`config.mk`:
```
export PLATFORM = sky130hd
export DESIGN_NAME = fetch_decode
export DESIGN_NICKNAME = d
export VERILOG_FILES = /design/src/rtl/fetch_pkg.sv /design/src/rtl/fetch_decode_pc_reg.sv /design/src/rtl/fetch_decode.sv
export SDC_FILE = /design/constraint.sdc
export NUM_CORES = 1
export LEC_CHECK = 0
export ABC_AREA = 1
export CAP_MARGIN = 20
export CORE_MARGIN = 5
export CORE_UTILIZATION = 47
export CTS_BUF_LIST = sky130_fd_sc_hd__clkbuf_4 sky130_fd_sc_hd__clkbuf_8
export DETAILED_ROUTE_END_ITERATION = 10
export GPL_ROUTABILITY_DRIVEN = 0
export GPL_TIMING_DRIVEN = 0
export PLACE_DENSITY = 0.84
export SYNTH_ARGS = -nofsm -noshare
export SYNTH_HDL_FRONTEND = slang
export SYNTH_SLANG_ARGS = --single-unit
```
`constraint.sdc`:
```
create_clock -name clk -period 1.9 [get_ports clk]
set_clock_uncertainty 0.05 [all_clocks]
set_input_delay 0.285 -clock clk [delete_from_list [all_inputs] [get_ports clk]]
set_output_delay 0.285 -clock clk [all_outputs]
set_load 0.02 [all_outputs]
```
`src/rtl/fetch_pkg.sv`:
```
// Shared types and constants for the fetch/decode stage.
// Optional FETCH_HALT_EN turns the 8'hFF word into a halt instruction.
package fetch_pkg;

  localparam int ADDR_W  = 8;
  localparam int OPC_W   = 3;
  localparam int IMM_W   = 5;
  localparam int INSTR_W = 8;

  localparam logic [INSTR_W-1:0] HALT_WORD = 8'hFF;

  typedef enum logic [1:0] {
    REQ    = 2'd0,
    WAIT   = 2'd1,
    OUT    = 2'd2,
    HALTED = 2'd3
  } state_t;

endpackage

```
`src/rtl/fetch_decode_pc_reg.sv`:
```
// Program counter register: synchronous reset, load (branch) wins over increment.
module pc_reg #(
  parameter int W = 8
) (
  input  logic         clk,
  input  logic         rst,
  input  logic         load_i,
  input  logic [W-1:0] target_i,
  input  logic         inc_i,
  output logic [W-1:0] pc_o
);

  logic [W-1:0] pc_q, pc_d;

  always_comb begin
    pc_d = pc_q;
    if (load_i) begin
      pc_d = target_i;
    end else if (inc_i) begin
      pc_d = pc_q + W'(1);
    end
  end

  always_ff @(posedge clk) begin
    if (rst) begin
      pc_q <= '0;
    end else begin
      pc_q <= pc_d;
    end
  end

  assign pc_o = pc_q;

endmodule

```
`src/rtl/fetch_decode.sv`:
```
// Instruction fetch and field split: REQ -> WAIT -> OUT loop with branch squash.
// Define FETCH_HALT_EN to make word 8'hFF stop fetching until reset.
module fetch_decode #(
  parameter int ADDR_W = 8,
  parameter int OPC_W  = 3,
  parameter int IMM_W  = 5
) (
  input  logic              clk,
  input  logic              rst,
  output logic              mem_req,
  output logic [ADDR_W-1:0] mem_addr,
  input  logic [7:0]        mem_rdata,
  input  logic              mem_valid,
  input  logic              branch_en,
  input  logic [ADDR_W-1:0] branch_target,
  output logic              out_valid,
  input  logic              out_ready,
  output logic [OPC_W-1:0]  opcode,
  output logic [IMM_W-1:0]  imm,
  output logic [ADDR_W-1:0] pc_out,
  output logic [1:0]        dbg_state
);

  import fetch_pkg::*;

  // Handshake: a word transfers on every rising edge where out_valid && out_ready;
  // opcode/imm/pc_out are held stable while out_valid is high and out_ready is low.

  state_t state_q, state_d;
  logic squash_q, squash_d;
  logic [OPC_W-1:0]  opcode_q, opcode_d;
  logic [IMM_W-1:0]  imm_q, imm_d;
  logic [ADDR_W-1:0] pc_out_q, pc_out_d;
  logic [ADDR_W-1:0] pc;
  logic pc_load, pc_inc;

  pc_reg #(.W(ADDR_W)) u_pc_reg (
    .clk      (clk),
    .rst      (rst),
    .load_i   (pc_load),
    .target_i (branch_target),
    .inc_i    (pc_inc),
    .pc_o     (pc)
  );

  always_comb begin
    state_d  = state_q;
    squash_d = squash_q;
    opcode_d = opcode_q;
    imm_d    = imm_q;
    pc_out_d = pc_out_q;
    pc_load  = 1'b0;
    pc_inc   = 1'b0;
    case (state_q)
      REQ: begin
        state_d = WAIT;
        // The request already left this cycle, so its reply must be dropped.
        if (branch_en) begin
          pc_load  = 1'b1;
          squash_d = 1'b1;
        end
      end
      WAIT: begin
        if (branch_en) begin
          pc_load = 1'b1;
          if (mem_valid) begin
            squash_d = 1'b0;
            state_d  = REQ;
          end else begin
            squash_d = 1'b1;
          end
        end else if (mem_valid) begin
          if (squash_q) begin
            squash_d = 1'b0;
            state_d  = REQ;
          end else begin
            opcode_d = mem_rdata[IMM_W +: OPC_W];
            imm_d    = mem_rdata[IMM_W-1:0];
            pc_out_d = pc;
            pc_inc   = 1'b1;
            state_d  = OUT;
          end
        end
      end
      OUT: begin
`ifdef FETCH_HALT_EN
        if (out_ready && ({opcode_q, imm_q} == HALT_WORD)) begin
          state_d = HALTED;
        end else
`endif
        if (branch_en) begin
          pc_load = 1'b1;
          state_d = REQ;
        end else if (out_ready) begin
          state_d = REQ;
        end
      end
`ifdef FETCH_HALT_EN
      HALTED: begin
        state_d = HALTED;
      end
`endif
      default: begin
        state_d = REQ;
      end
    endcase
  end

  always_ff @(posedge clk) begin
    if (rst) begin
      state_q  <= REQ;
      squash_q <= 1'b0;
      opcode_q <= '0;
      imm_q    <= '0;
      pc_out_q <= '0;
    end else begin
      state_q  <= state_d;
      squash_q <= squash_d;
      opcode_q <= opcode_d;
      imm_q    <= imm_d;
      pc_out_q <= pc_out_d;
    end
  end

  assign mem_req   = (state_q == REQ) && !rst;
  assign mem_addr  = pc;
  assign out_valid = (state_q == OUT) && !rst;
  assign opcode    = opcode_q;
  assign imm       = imm_q;
  assign pc_out    = pc_out_q;
  assign dbg_state = state_q;

endmodule

```
Yosys cells after proc, flatten, opt, wreduce, memory -nomap -nowiden
Cells that the tools add are included.
{"block": "word_totals", "register_bits": 27, "inputBits": 21, "output_inout_bits": 28, "wordCells": 45}
{"block": "classes", "addsub": 1, "eq_ne": 6, "muxes": 20, "bitwise": 2, "reduce_logical": 10}
{"cell": "8-bit 2-to-1 mux", "n": 2}
{"cell": "2-bit 2-to-1 mux", "n": 6}
{"cell": "1-bit 2-to-1 mux", "n": 10}
{"cell": "8-bit by 1-bit adder with 8-bit output, second input constant", "n": 1}
{"cell": "3-bit inequality test, second input constant", "n": 2}
{"cell": "2-bit case mux with 3 select lines", "n": 1}
{"cell": "2-bit inequality test, second input constant", "n": 2}
{"cell": "4-bit AND reduction", "n": 1}
{"cell": "2-bit nonzero test", "n": 2}
{"cell": "3-bit AND reduction", "n": 1}
{"cell": "3-bit OR reduction", "n": 1}
{"cell": "2-bit by 1-bit == test with 1-bit output, second input constant", "n": 1}
{"cell": "2-bit == test, second input constant", "n": 1}
{"cell": "1-bit logical AND", "n": 2}
{"cell": "2-bit logical NOT", "n": 1}
{"cell": "1-bit NOT", "n": 2}
{"cell": "1-bit case mux with 2 select lines", "n": 1}
{"cell": "2-bit AND reduction", "n": 1}
{"cell": "1-bit logical NOT", "n": 1}

Logic depth before layout (Yosys ltp)
{"block": "depth", "word_depth": 6, "mapped_depth": 8, "ltp_nobuf": 8}

By module
A second synthesis with hierarchy kept.
{"block": "hier_totals", "cells_unflattened": 194, "hier_area_um2": 1361.3}
{"module": "fetch_decode", "instances": 1, "cells_per_inst": 124, "area_per_inst_um2": 872.1, "seq_area_each_um2": 380.4}
{"module": "pc_reg", "instances": 1, "cells_per_inst": 70, "area_per_inst_um2": 489.2, "seq_area_each_um2": 160.2}

Least setup slack after synthesis
Ideal clock, no wire load.
{"block": "synth_path", "kind": "reg2out", "start": "register state_q[1] (netlist: dbg_state[1])", "end": "output out_valid", "t_arrival_ps": 1080, "required_time_ps": 1565, "setup_slack_ps": 485, "path_stages_with_launch": 3, "path_cell_list": "dfxtp_1 -> inv_1 -> nor3_1"}
{"block": "synth_via", "elab_chain_cells": 2}
{"item": "from (decl)", "line": "fetch_decode.sv:29", "source": "state_t state_q, state_d;"}
{"item": "from (signal assigned)", "line": "fetch_decode.sv:117", "source": "state_q <= state_d;"}
{"item": "2-bit == test", "line": "fetch_decode.sv:127", "source": "assign out_valid = (state_q == OUT) && !rst;"}
{"item": "1-bit logical AND", "line": "fetch_decode.sv:127"}
{"item": "to (decl)", "line": "fetch_decode.sv:16", "source": "output logic out_valid,"}
Every way passes these cells.

Final worst setup path
{"block": "layout_path", "start": "register u_pc_reg.pc_q[5] (netlist: u_pc_reg.pc_o[5])", "end": "output mem_addr[5]"}
{"item": "from (decl)", "line": "fetch_decode_pc_reg.sv:13", "source": "logic [W-1:0] pc_q, pc_d;"}
{"item": "from (signal assigned)", "line": "fetch_decode_pc_reg.sv:28", "source": "pc_q <= pc_d;"}
{"item": "to (decl)", "line": "fetch_decode.sv:11", "source": "output logic [ADDR_W-1:0] mem_addr,"}
No word-level cell between the ends.

==> key figures <==
CTS
  • TritonCTS Buffers: 3
  • Worst-Skew Late Latency: 0.32 ns
  • Post-CTS Hold Buffers: 0
  • CTS Root Cell: clkbuf_4
  • CTS H-Tree Depth: 1
  • CTS max path bufs: 2
  • Clk slew on worst S/H paths: 0.13 ns
  • TritonCTS clock tree: yes
  • Clock tree sinks: 27

Worst setup path
  • Worst Path Required: 1.56 ns
  • Crit path max-delay family: buffers and inverters
  • Startpoint types: flop
  • Critical-path maximum fanout: 6
  • Slack of the worst reg-to-reg path: 0.46 ns
  • CP Class: flop to output pin
  • Worst setup EP type: output pin
  • Worst path depth: 1
  • Crit path cell chain: clkdlybuf4s50_1
  • Slowest-stage cell, CP: clkdlybuf4s50_1
  • CP arrival: approximately 1.4 ns
  • Crit path largest cell delay: 0.65 ns
  • Buf/Inv on CP: 1
  • R2R cell count: 6

Yosys
  • Yosys warning count: 0
  • Synth cell types: 24
  • Simple-gate share of the synthesized area: 29.4%
  • Mux cell area share after synthesis: 0%
  • Register area share after synthesis: between 40% and 50%
  • Post-synthesis area per instance: 7.25 sq um
  • Post-Syn Area: 1180 sq um
  • Combinational family with the most area after synthesis: simple AND/OR/NAND/NOR gates
  • Syn Nets: 185
  • Syn Inst Count: 163
  • Synth Area in Compound Gates: 15.1%
  • Fraction of the mapped netlist area in adder cells: 1.06%
  • Synth Area in XOR/XNOR: 0%
  • Synth Register Bits: 27

Run
  • Max cap viols: 0

Layout
  • Nets: 237
  • Commonest non-fill, non-tap cell in the layout: clkdlybuf4s50_1
  • Layout cells sized above 1: 8.41%
  • Commonest cells after routing, fill and taps aside: 45 x clkdlybuf4s50_1, 37 x nor2_1, 27 x dfxtp_1
  • Ant diodes: 0
  • Layout Cells excl Fill: 244
  • Final Core Density: a little over two thirds
  • Layout area overhead: 45.7%

Die
  • Core area: 2430 sq um
  • I/O Pins: 49
  • Die ar.: roughly 3600 sq um
  • DIE HEIGHT: about 60 microns
  • Row cnt: 18
  • Initial Utilization: 48.6%
  • Die width: 60.1 microns

Global routing
  • Gr usage total: 19.7%
  • Met1 Use GR: a little over a fifth
  • First-pass GRT wire length: 5460 microns
  • Largest net degree at the start of global routing: 15
  • GR peak layer: met2
  • Met3 Use GR: 4.32%
  • Grt ovf: 0
  • GR Layer Usage met2: a little under two fifths
  • Vias in the first global route: 1,281
  • Initial antenna violation count: 0

Pwr
  • Final total power: 0.00113 W
  • VDD IR max: 0.525 mV
  • Power per Cell Area: around 660 nW/um^2
  • Leakage power: roughly 0.67 nW

Routing
  • ANT nets after route: 0
  • WL final: roughly 3400 microns
  • Vias/cell: 5.16
  • Detailed Routing Iterations Pass 1: 4
  • DRC violations left: 0
  • Vias: 1,260
  • Wire per inst: 13.8 microns
  • 1st-iter DRT viols: 45

Timing
  • Achievable Freq: approximately 570 MHz
  • TNS Setup: 0 ns
  • Slew of the pin with the lowest slew margin: around 0.47 ns
  • Relative slew slack: 68.8%
  • RSZ-0062 raised after global routing: no
  • Final Hold Viols: 0
  • Post-layout minimum cycle time: 1.75 ns
  • Final Max Slew Viols: 0
  • Crit share post-route: 92.3%
  • Final setup vio count: 0

Place
  • IO buf count: 47
  • Detail Placement HPWL: 2580 microns
  • Placed cell count: 240

Hold path
  • HP Class: input port to flop
  • Hold depth: 2

Status
  • Outcome: completed
[repair_timing]
item | 4_1_cts | 5_1_grt
resized for setup | 1 | 1
setup endpoints to repair | 1 | 1
setup buffers | 0 | 0
[cells in the mapped netlist, drive strengths merged]
master | instances | area [sq um]
nor2 | 38 | 145
a21oi | 12 | 67.6
nor4 | 1 | 6.26
buf | 6 | 47.5
a211oi | 1 | 7.51
o21ai | 18 | 90.1
clkbuf | 3 | 11.3
dfxtp | 27 | 541
ha | 1 | 12.5
o211ai | 1 | 7.51
nand4 | 2 | 12.5
a31oi | 1 | 6.26
nor3 | 4 | 20.0
nand2 | 23 | 91.3
inv | 10 | 37.5
clkinv | 1 | 5.00
nand3 | 12 | 60.1
or2 | 2 | 12.5
[kinds of logic (layout without fill, tap and decap cells)]
family                   count (synthesis)  count (layout)
flip-flops                              27              27
buffers and inverters                   20              71
AND/OR/NAND/NOR                         82              82
AO/OA/AOI/OAI                           33              33
adder cells (fa/ha/maj)                  1               1
[stage by stage]
step	cell area, sq um	setup WS, ns	hold slack, ns
finish	1720	0.146	0.304
global route	1720	0.0799	0.305
CTS	1720	0.0418	0.318
detailed placement	1690	0.173	0.420
global placement	1690	0.196	0.403
floorplan	1180	0.485	0.402
[final cells by class]
class,instances,area (sq um)
timing repair buffer,47,472
inverter,11,42.5
multi-input combinational,116,539
sequential,27,541
fill,207,712
clock buffer,4,30.0
tap,30,37.5
buffer,9,58.8
[where the power goes]
group          total [W]  leakage (nW)  internal (W)  switching, W
combinational   0.000250         0.430      0.000124      0.000126
sequential      0.000623         0.221      0.000597     0.0000263
clock           0.000261        0.0184     0.0000965      0.000164
total            0.00113         0.669      0.000817      0.000316
[worst paths after layout]
kind / to / from
setup / recovery: mem_addr[5] / u_pc_reg.pc_o[5]
hold / removal: dbg_state[1] / rst
setup reg to reg: u_pc_reg.pc_o[5] / u_pc_reg.pc_o[2]
hold reg to reg: pc_out[0] / pc_out[0]
[registers in the layout (all words and copies together) (netlist names)]
signal,cells
pc_out,8
dbg_state,2
imm,5
opcode,3
u_pc_reg.pc_o,8
squash_q,1
[worst register-to-register path, delay by kind of cell (launching register included)]
kind	cells	cell delay, ns
compound gates	2	0.38
buf+inv	1	0.06
flops	1	0.43
simple gates	3	0.45
[metal layers]
| layer | up-vias | share of wire, % |
|---|---|---|
| li1 | 638 | - |
| met1 | 576 | 40 |
| met2 | 40 | 51 |
| met3 | 6 | 6.7 |
| met4 | 0 | 1.6 |
| met5 | - | 0 |
Power figures use the tool's default switching activity.
